### config.mk
export PLATFORM = sky130hd
export DESIGN_NAME = ccff_bitstream_loader_flat
export DESIGN_NICKNAME = d
export VERILOG_FILES = /design/src/rtl/ccff_bitstream_loader_pkg.sv /design/src/rtl/ccff_bitstream_loader_if.sv /design/src/rtl/ccff_bitstream_loader_rb_packer.sv /design/src/rtl/ccff_bitstream_loader.sv /design/src/flat_wrapper.sv
export SDC_FILE = /design/constraint.sdc
export NUM_CORES = 1
export LEC_CHECK = 0
export ABC_AREA = 1
export ABC_CLOCK_PERIOD_IN_PS = 1900
export BUFFER_PORTS_ARGS = -buffer_cell sky130_fd_sc_hd__buf_2
export CORE_ASPECT_RATIO = 0.7
export CORE_MARGIN = 10
export CORE_UTILIZATION = 58
export DETAILED_ROUTE_END_ITERATION = 10
export GPL_ROUTABILITY_DRIVEN = 0
export PLACE_DENSITY = 0.77
export SYNTH_ARGS = -nofsm -noshare
export SYNTH_HDL_FRONTEND = slang
export SYNTH_SLANG_ARGS = --single-unit
### constraint.sdc
create_clock -name prog_clk -period 1.9 [get_ports prog_clk]
set_input_delay 0.285 -clock prog_clk [delete_from_list [all_inputs] [get_ports prog_clk]]
set_output_delay 0.285 -clock prog_clk [all_outputs]
set_load 0.05 [all_outputs]
### src/rtl/ccff_bitstream_loader_pkg.sv
// Shared types for the configuration-chain bitstream loader.
// FSM state encoding used by the top-level sequencer.
package ccff_loader_pkg;

  localparam logic [2:0] ENC_IDLE  = 3'd0;
  localparam logic [2:0] ENC_FETCH = 3'd1;
  localparam logic [2:0] ENC_SHIFT = 3'd2;
  localparam logic [2:0] ENC_DRAIN = 3'd3;
  localparam logic [2:0] ENC_DONE  = 3'd4;

  typedef enum logic [2:0] {
    IDLE  = ENC_IDLE,
    FETCH = ENC_FETCH,
    SHIFT = ENC_SHIFT,
    DRAIN = ENC_DRAIN,
    DONE  = ENC_DONE
  } state_e;

endpackage

### src/rtl/ccff_bitstream_loader_if.sv
// Bitstream-in and readback-out valid/ready streams.
// slave is the loader's view, master the producer/consumer view.
interface ccff_bitstream_loader_if #(
  parameter int DATA_W = 8
) ();

  logic              s_valid;
  logic              s_ready;
  logic [DATA_W-1:0] s_data;
  logic              m_valid;
  logic              m_ready;
  logic [DATA_W-1:0] m_data;

  modport master (
    output s_valid, s_data, m_ready,
    input  s_ready, m_valid, m_data
  );

  modport slave (
    input  s_valid, s_data, m_ready,
    output s_ready, m_valid, m_data
  );

endinterface

### src/rtl/ccff_bitstream_loader_rb_packer.sv
// Serial-to-word packer for chain readback: accumulator plus
// one output holding register, with lookahead stall and flush.
module ccff_rb_packer #(
  parameter int DATA_W = 8
) (
  input  logic              clk,
  input  logic              rst_n,
  input  logic              cap_i,
  input  logic              bit_i,
  input  logic              flush_i,
  input  logic              m_ready_i,
  output logic              m_valid_o,
  output logic [DATA_W-1:0] m_data_o,
  output logic              stall_o,
  output logic              empty_o
);

  localparam int CW = $clog2(DATA_W + 1);

  logic [DATA_W-1:0] acc_q, acc_d;
  logic [DATA_W-1:0] out_q, out_d;
  logic [CW-1:0]     cnt_q, cnt_d;
  logic              vld_q, vld_d;
  logic [DATA_W-1:0] acc_sh;
  logic              accept;

  assign accept = vld_q & m_ready_i;
  assign acc_sh = {acc_q[DATA_W-2:0], bit_i};

  always_comb begin
    acc_d = acc_q;
    out_d = out_q;
    cnt_d = cnt_q;
    vld_d = vld_q;
    if (accept) vld_d = 1'b0;
    if (cap_i) begin
      if (cnt_q == CW'(DATA_W - 1)) begin
        out_d = acc_sh;
        vld_d = 1'b1;
        acc_d = '0;
        cnt_d = '0;
      end else begin
        acc_d = acc_sh;
        cnt_d = cnt_q + CW'(1);
      end
    end else if (flush_i && cnt_q != '0 &&
                 (!vld_q || accept)) begin
      // left-justify the partial word, zero padded
      out_d = acc_q << (CW'(DATA_W) - cnt_q);
      vld_d = 1'b1;
      acc_d = '0;
      cnt_d = '0;
    end
  end

  always_ff @(posedge clk or negedge rst_n) begin
    if (!rst_n) begin
      acc_q <= '0;
      out_q <= '0;
      cnt_q <= '0;
      vld_q <= 1'b0;
    end else begin
      acc_q <= acc_d;
      out_q <= out_d;
      cnt_q <= cnt_d;
      vld_q <= vld_d;
    end
  end

  // next capture would complete a word while output still held
  assign stall_o   = vld_d && (cnt_d == CW'(DATA_W - 1));
  assign empty_o   = !vld_q && (cnt_q == '0);
  assign m_valid_o = vld_q;
  assign m_data_o  = out_q;

endmodule

### src/rtl/ccff_bitstream_loader.sv
// Serialises bitstream words onto ccff_head, gates the chain clock
// and packs ccff_tail bits into readback words.
module ccff_bitstream_loader
  import ccff_loader_pkg::*;
#(
  parameter int DATA_W = 8,
  parameter int CNT_W  = 20
) (
  input  logic             prog_clk,
  input  logic             pReset_n,
  input  logic             start,
  input  logic [CNT_W-1:0] chain_len,
  output logic             ccff_head,
  input  logic             ccff_tail,
  output logic             chain_clk_en,
  ccff_bitstream_loader_if.slave bus,
  output logic             busy,
  output logic             done,
  output logic             err_len0
);

  localparam int BW = $clog2(DATA_W + 1);

  state_e            state_q;
  logic [DATA_W-1:0] shift_q;
  logic [CNT_W-1:0]  rem_q;
  logic [BW-1:0]     biw_q;
  logic              en_q;
  logic              s_ready_q;
  logic              busy_q;
  logic              done_q;
  logic              err_q;
  logic              stall;
  logic              rb_empty;

  ccff_rb_packer #(.DATA_W(DATA_W)) u_rb (
    .clk       (prog_clk),
    .rst_n     (pReset_n),
    .cap_i     (en_q),
    .bit_i     (ccff_tail),
    .flush_i   (state_q == DRAIN),
    .m_ready_i (bus.m_ready),
    .m_valid_o (bus.m_valid),
    .m_data_o  (bus.m_data),
    .stall_o   (stall),
    .empty_o   (rb_empty)
  );

  always_ff @(posedge prog_clk or negedge pReset_n) begin
    if (!pReset_n) begin
      state_q   <= IDLE;
      shift_q   <= '0;
      rem_q     <= '0;
      biw_q     <= '0;
      en_q      <= 1'b0;
      s_ready_q <= 1'b0;
      busy_q    <= 1'b0;
      done_q    <= 1'b0;
      err_q     <= 1'b0;
    end else begin
      done_q <= 1'b0;
      err_q  <= 1'b0;
      case (state_q)
        IDLE: if (start) begin
          if (chain_len == '0) begin
            err_q <= 1'b1;
          end else begin
            state_q   <= FETCH;
            busy_q    <= 1'b1;
            rem_q     <= chain_len;
            s_ready_q <= 1'b1;
          end
        end
        FETCH: if (bus.s_valid && s_ready_q) begin
          shift_q   <= bus.s_data;
          biw_q     <= BW'(DATA_W);
          s_ready_q <= 1'b0;
          en_q      <= !stall;
          state_q   <= SHIFT;
        end
        SHIFT: if (en_q) begin
          shift_q <= {shift_q[DATA_W-2:0], 1'b0};
          rem_q   <= rem_q - CNT_W'(1);
          biw_q   <= biw_q - BW'(1);
          if (rem_q == CNT_W'(1)) begin
            en_q    <= 1'b0;
            state_q <= DRAIN;
          end else if (biw_q == BW'(1)) begin
            en_q      <= 1'b0;
            s_ready_q <= 1'b1;
            state_q   <= FETCH;
          end else begin
            en_q <= !stall;
          end
        end else begin
          en_q <= !stall;
        end
        DRAIN: if (rb_empty) begin
          done_q  <= 1'b1;
          busy_q  <= 1'b0;
          state_q <= DONE;
        end
        DONE:    state_q <= IDLE;
        default: state_q <= IDLE;
      endcase
    end
  end

  assign ccff_head    = shift_q[DATA_W-1];
  assign chain_clk_en = en_q;
  assign bus.s_ready  = s_ready_q;
  assign busy         = busy_q;
  assign done         = done_q;
  assign err_len0     = err_q;

endmodule

### src/flat_wrapper.sv
// flat-port wrapper written by rule: the top's interface ports become plain ports
module ccff_bitstream_loader_flat import ccff_loader_pkg::*;
#(
  parameter int DATA_W = 8,
  parameter int CNT_W  = 20
)
  (prog_clk, pReset_n, start, chain_len, ccff_head, ccff_tail, chain_clk_en, busy, done, err_len0, bus_s_valid, bus_s_data, bus_m_ready, bus_s_ready, bus_m_valid, bus_m_data);
  ccff_bitstream_loader_if #(.DATA_W(DATA_W)) bus_i ();
  input  logic prog_clk;
  input  logic pReset_n;
  input  logic start;
  input  logic [CNT_W-1:0] chain_len;
  output logic ccff_head;
  input  logic ccff_tail;
  output logic chain_clk_en;
  output logic busy;
  output logic done;
  output logic err_len0;
  input wire logic [$bits(bus_i.s_valid)-1:0] bus_s_valid;
  input wire logic [$bits(bus_i.s_data)-1:0] bus_s_data;
  input wire logic [$bits(bus_i.m_ready)-1:0] bus_m_ready;
  output wire logic [$bits(bus_i.s_ready)-1:0] bus_s_ready;
  output wire logic [$bits(bus_i.m_valid)-1:0] bus_m_valid;
  output wire logic [$bits(bus_i.m_data)-1:0] bus_m_data;
  assign bus_i.s_valid = bus_s_valid;
  assign bus_i.s_data = bus_s_data;
  assign bus_i.m_ready = bus_m_ready;
  assign bus_s_ready = bus_i.s_ready;
  assign bus_m_valid = bus_i.m_valid;
  assign bus_m_data = bus_i.m_data;
  ccff_bitstream_loader #(.DATA_W(DATA_W), .CNT_W(CNT_W)) u_core (.prog_clk(prog_clk), .pReset_n(pReset_n), .start(start), .chain_len(chain_len), .ccff_head(ccff_head), .ccff_tail(ccff_tail), .chain_clk_en(chain_clk_en), .bus(bus_i), .busy(busy), .done(done), .err_len0(err_len0));
endmodule
# Word-level counts from Yosys, hierarchy flattened
# Index checks and enable logic that the tools add are counted.
op_classes:
  n_reduce_logical: 24
  addsub: 4
  n_bitwise: 1
  eq_ne: 16
  n_mux: 50
  n_shift: 1
ops:
  columns: ["cell", "n"]
  rows:
  - ["$mux 8", 8]
  - ["$mux 20", 3]
  - ["$pmux 20 s2", 1]
  - ["$mux 3", 7]
  - ["$eq 20x1->1 const B", 1]
  - ["$logic_not 20->1", 1]
  - ["$mux 1", 20]
  - ["$mux 4", 5]
  - ["$sub 20x1->20 const B", 1]
  - ["$pmux 8 s2", 1]
  - ["$pmux 3 s4", 1]
  - ["$eq 4x3->1 const B", 2]
  - ["$ne 2x1->1 const B", 4]
  - ["$ne 2x2->1 const B", 4]
  - ["$pmux 4 s2", 1]
  - ["$reduce_and 4->1", 2]
  - ["$reduce_bool 2->1", 4]
  - ["$shl 8x4->8", 1]
  - ["$reduce_and 7->1", 1]
  - ["$eq 3x2->1 const B", 2]
  - ["$reduce_and 6->1", 1]
  - ["$logic_and 1x1->1", 5]
  - ["$add 4x1->4 const B", 1]
  - ["$eq 4x1->1 const B", 1]
  - ["15 further kinds", 18]
totals:
  regBits: 61
  elab_cells: 109
  input_bits: 34
  out_inout_bits: 15

# Logic depth before layout (Yosys ltp)
logic_depth:
  ltp_word: 12
  ltp_mapped: 12
  ltp_nobuf: 11

# Modules after synthesis
# A second synthesis with hierarchy kept.
hier_totals:
  cells_unflattened: 588
  area_unflattened_um2: 3971.3
modules_own_cells:
  columns: ["mod", "instances", "seq_area_each_um2", "cells_per_inst", "area_per_inst_um2"]
  rows:
  - ["ccff_bitstream_loader", 1, 1001.0, 400, 2656.3]
  - ["ccff_rb_packer", 1, 525.5, 188, 1315.0]

# Worst setup path before layout
# Ideal clock, no wire load.
synth_timing:
  kind: "reg-to-reg"
  start: "register u_core.en_q (netlist: u_core.chain_clk_en)"
  end: "register u_core.rem_q[7]"
  required_time_ns: 1.781
  arrival_time_ns: 1.541
  stages_incl_launch_ff: 10
  setup_slack_ns: 0.239
  synth_period_minus_slack_ns: 1.661
  path_buffers: 2
  setup_time_ns: 0.119
  cell_sequence: "dfrtp_1 -> inv_1 -> nand2_2 -> nand2_2 -> nor2_2 -> nand2_2 -> buf_6 -> buf_6 -> o21ai_2 -> nand2_1"
synth_via:
  elab_chain_cells: 2
synth_rtl:
  columns: ["element", "line", "source"]
  rows:
  - ["start: declaration", "ccff_bitstream_loader.sv:28", "logic en_q;"]
  - ["start signal: assignment", "ccff_bitstream_loader.sv:78", "en_q <= !stall;"]
  - ["start signal: assignment", "ccff_bitstream_loader.sv:93", "en_q <= !stall;"]
  - ["start signal: assignment", "ccff_bitstream_loader.sv:96", "en_q <= !stall;"]
  - ["$ne 2x1->1 (no line)", null, null]
  - ["$reduce_and 4->1 (no line)", null, null]
  - ["end signal: assignment", "ccff_bitstream_loader.sv:70", "rem_q <= chain_len;"]
  - ["end signal: assignment", "ccff_bitstream_loader.sv:83", "rem_q <= rem_q - CNT_W'(1);"]
  - ["end: declaration", "ccff_bitstream_loader.sv:26", "logic [CNT_W-1:0] rem_q;"]
# No other way between the ends.
# A chain may end at the register's enable or synchronous reset.

# Worst setup path in the final report
layout_timing:
  start: "register u_core.u_rb.cnt_q[0]"
  end: "register u_core.u_rb.out_q[7] (netlist: u_core.u_rb.m_data_o[7])"
layout_via:
  elab_chain_cells: 5
  word_cells_on_any_way: 11
  cone_classes: "add/sub: 1; eq/ne: 2; shift: 1; mux: 2; reduce/logical: 5"
layout_rtl:
  columns: ["element", "line", "source"]
  rows:
  - ["start: declaration", "ccff_bitstream_loader_rb_packer.sv:22", "logic [CW-1:0] cnt_q, cnt_d;"]
  - ["start signal: assignment", "ccff_bitstream_loader_rb_packer.sv:65", "cnt_q <= cnt_d;"]
  - ["parallel branches: the longest is 5 deep, another holds $sub 4x4->4", null, null]
  - ["end signal: assignment", "ccff_bitstream_loader_rb_packer.sv:64", "out_q <= out_d;"]
  - ["end: declaration", "ccff_bitstream_loader_rb_packer.sv:21", "logic [DATA_W-1:0] out_q, out_d;"]
# Several ways; the timed one is not identified. The select of a mux whose other input is x is not followed.

==> metrics.cfg <==
[run_status]
status = complete, no violations

[synthesis]
ys_seq_area_frac = 0.398
synthAdderAreaFrac = 0.0196
ys.flop_type = dfrtp_1
synthesis.nets = 596
avgSynthCellArea_um2 = 6.90
synth_warnings = 0
synth-xor-area-share = 0.0206
synth_cells = 556
synthMuxAreaShare = 0
ys_types = 37
async_reset_ff_frac = 1.00
synth_top_family_by_area = simple AND/OR/NAND/NOR gates
synth_top_area_cell = dfrtp_1
synth_seq_cells = 61
synth.area.top_cells = dfrtp_1, nand2_1, nor2_1
yosysMostFrequentCell = nand2_1
synth_top_area_share = 0.398
synthTopCellsByCount = nand2_1, nor2_1, dfrtp_1
synth_compound_area_frac = 0.126
synth-edff-count = 0
yosys.area_share.simple = 0.348
syn_area_um2 = 3830

[sta]
hold_violations = 0
fin_setup_tns_ns = 0
slew_violations = 0
hold_slack_ns = 0.185
finalSetupViolCount = 0
finalCritPeriodShare = 0.929
fin_skew_ns = 0.00735
fin_crit_ns = 1.77
fmax_mhz = 566
worstMarginPinSlew_ns = 0.442
rsz0062_at_grt = false
max_slew_margin = 0.705

[die]
core_region_area_um2 = 6340
die_w_um = 117
die_height_um = 88.0
start_util = 0.605
rows = 24
ios = 49
die-area_um2 = 10300

[detailed_routing]
drc = 0
dr.pass1.iters = 6
vias = 3796
wl_per_cell_um = 14.2
wirelength_um = 10100
drtIter0Drc = 498
ant_nets = 0
viasPerCell = 5.37

[pwr]
p_comb_frac = 0.587
pwr-share-clk = 0.129
leakage_uw = 0.00222
powerDensity_nw_per_um2 = 1910
vdd_drop_max_mv = 1.08
internal-power_uw = 3990
sequentialPowerShare = 0.284
swShare = 0.522
switching_power_uw = 4360

[min_path]
hold_path_class = input port to register
worst_hold_path.endpoint = u_core.shift_q[0]$_DFFE_PN0P_
worstHoldPathCells = 3
hold_start = bus_s_data[0]

[grt]
grt_pass1_wl_um = 16500
grt.total_usage = 0.201
grt_pass1_vias = 3389
grt-ovfl-total = 0
antenna_found_initial = 0
grt_max_degree = 45

[clock_tree]
cts_buffers = 9
root_buffer = clkbuf_8
cts_tree = done
clk_latency_ns = 0.35
cts_sinks = 61
htree_levels = 3
cts.clk_slew.worst_paths_ns = 0.07
clk_path_buf_depth = 2
post-cts-setup-buffer-count = 0

[setup_path]
start_kind = register
r2r-start = u_core.u_rb.cnt_q[0]$_DFF_PN0_
worstRegToRegCells = 8
critPathKind = register to register
end_kind = register
reg2reg_setup_slack_ns = 0.13
cp.arrival_ns = 2.00
crit_fanout = 10
r2r-end = u_core.u_rb.m_data_o[7]$_DFFE_PN0P_
required_ns = 2.14

[finish]
syn2layout_area_growth_pct = 14.2
drive_gt1_frac = 0.162
n_antenna_cell = 0
fin_nets = 651

[job]
maxCapViolCount = 0

[placement]
portBuffers = 48
dpl.hpwl_um = 7580

==> logic make-up after synthesis <==
group	after synthesis
DFF	61
adders and majority gates	6
buffers and inverters	76
xor gates and xnor gates	9
AOI/OAI and AO/OA	85
and+or+nand+nor	319
==> flip-flops by register name (all words and copies together) (netlist names) <==
name                   cells
u_core.u_rb.acc_q          8
u_core.busy                1
u_core.rem_q              20
u_core.state_q             3
u_core.u_rb.m_data_o       8
u_core.u_rb.m_valid_o      1
u_core.err_len0            1
u_core.shift_q             8
u_core.chain_clk_en        1
u_core.biw_q               4
u_core.done                1
u_core.bus.s_ready         1
u_core.u_rb.cnt_q          4
==> metal layers <==
layer  global-route usage  up-vias  share of wire  wire length [um]
li1                     -     1894              -                 -
met1                0.297     1704           0.48              4870
met2                0.267      188           0.39              3950
met3               0.0724       10           0.11              1150
met4               0.0537        0         0.0094                95
met5                    0        -              0                 0
==> critical path, stage by stage, from the launching register on <==
cell     delay, ns
dfrtp_1       0.41
ha_1          0.19
nand2_1       0.11
nor2_4        0.26
nand2_1       0.11
nand2_1       0.18
inv_1         0.15
a21oi_1       0.15
a21oi_1       0.09
==> how the worst max path moves through the flow <==
stage / start / to / slack (ns) / cells past startpoint
final: u_core.u_rb.cnt_q[0]$_DFF_PN0_ / u_core.u_rb.m_data_o[7]$_DFFE_PN0P_ / 0.13 / 8
after global routing: u_core.u_rb.cnt_q[0]$_DFF_PN0_ / u_core.chain_clk_en$_DFFE_PN0P_ / 0.03 / 11
after CTS: u_core.u_rb.cnt_q[0]$_DFF_PN0_ / u_core.chain_clk_en$_DFFE_PN0P_ / 0.12 / 10
after detailed placement: u_core.u_rb.cnt_q[0]$_DFF_PN0_ / u_core.chain_clk_en$_DFFE_PN0P_ / 0.12 / 10
after global placement: u_core.u_rb.cnt_q[0]$_DFF_PN0_ / u_core.chain_clk_en$_DFFE_PN0P_ / 0.19 / 10
after floorplan: u_core.chain_clk_en$_DFFE_PN0P_ / u_core.rem_q[7]$_DFFE_PN0P_ / 0.24 / 9
==> cell usage in the layout, fill, tap and decap left out, types with 2 or more instances in the layout <==
cell and n:
o21ai_1 14, nor2_1 84, clkinv_2 3, nor3_1 2, xor2_1 7, nor2_2 4, dfrtp_1 61, or2_2 3
xnor2_1 2, inv_2 4, o21ai_0 37, buf_2 48, a31oi_1 2, o21ai_2 2, nand4_1 5, nand2_1 165
o32ai_1 2, ha_1 6, o22ai_1 4, inv_1 54, nand2_2 5, a21oi_1 12, buf_4 12, clkbuf_8 11
nand2_4 2, nand3_1 43, o211ai_1 9
==> area by class of cell <==
| class | count | area, um2 |
|---|---|---|
| Multi-Input combinational cell | 419 | 1980 |
| Fill cell | 556 | 1960 |
| Sequential cell | 61 | 1530 |
| Timing Repair Buffer | 62 | 360 |
| Inverter | 58 | 218 |
| Clock buffer | 12 | 155 |
| Tap cell | 91 | 114 |
| Clock inverter | 4 | 22.5 |
==> power groups by stage <==
stage | registers, uW | logic (uW) | clock network [uW]
CTS | 2360 | 4800 | 1090
finish | 2370 | 4900 | 1070
floorplan | 2730 | 3320 | 0
global route | 2450 | 5460 | 1150
global placement | 2360 | 4660 | 0
detailed placement | 2380 | 4760 | 0
==> per-stage QoR <==
step                 util  area, um2  setup WS, ns  power (uW)  instances
floorplan               -       3830         0.239        6050        556
global placement    0.660       4180         0.195        7020        690
detailed placement  0.660       4180         0.124        7140        690
CTS                 0.690       4370         0.120        8240        707
global route        0.691       4380        0.0335        9070        707
finish              0.691       4380         0.134        8340        707
==> repair_timing <==
| action | 4_1_cts | 5_1_grt |
|---|---|---|
| resized for setup | 0 | 3 |
| hold buffers | 1 | 0 |
| endpoints found under the hold margin | 17 | 0 |
| endpoints found under the setup margin | 0 | 6 |
No activity file was read; power rests on OpenSTA's default activity.
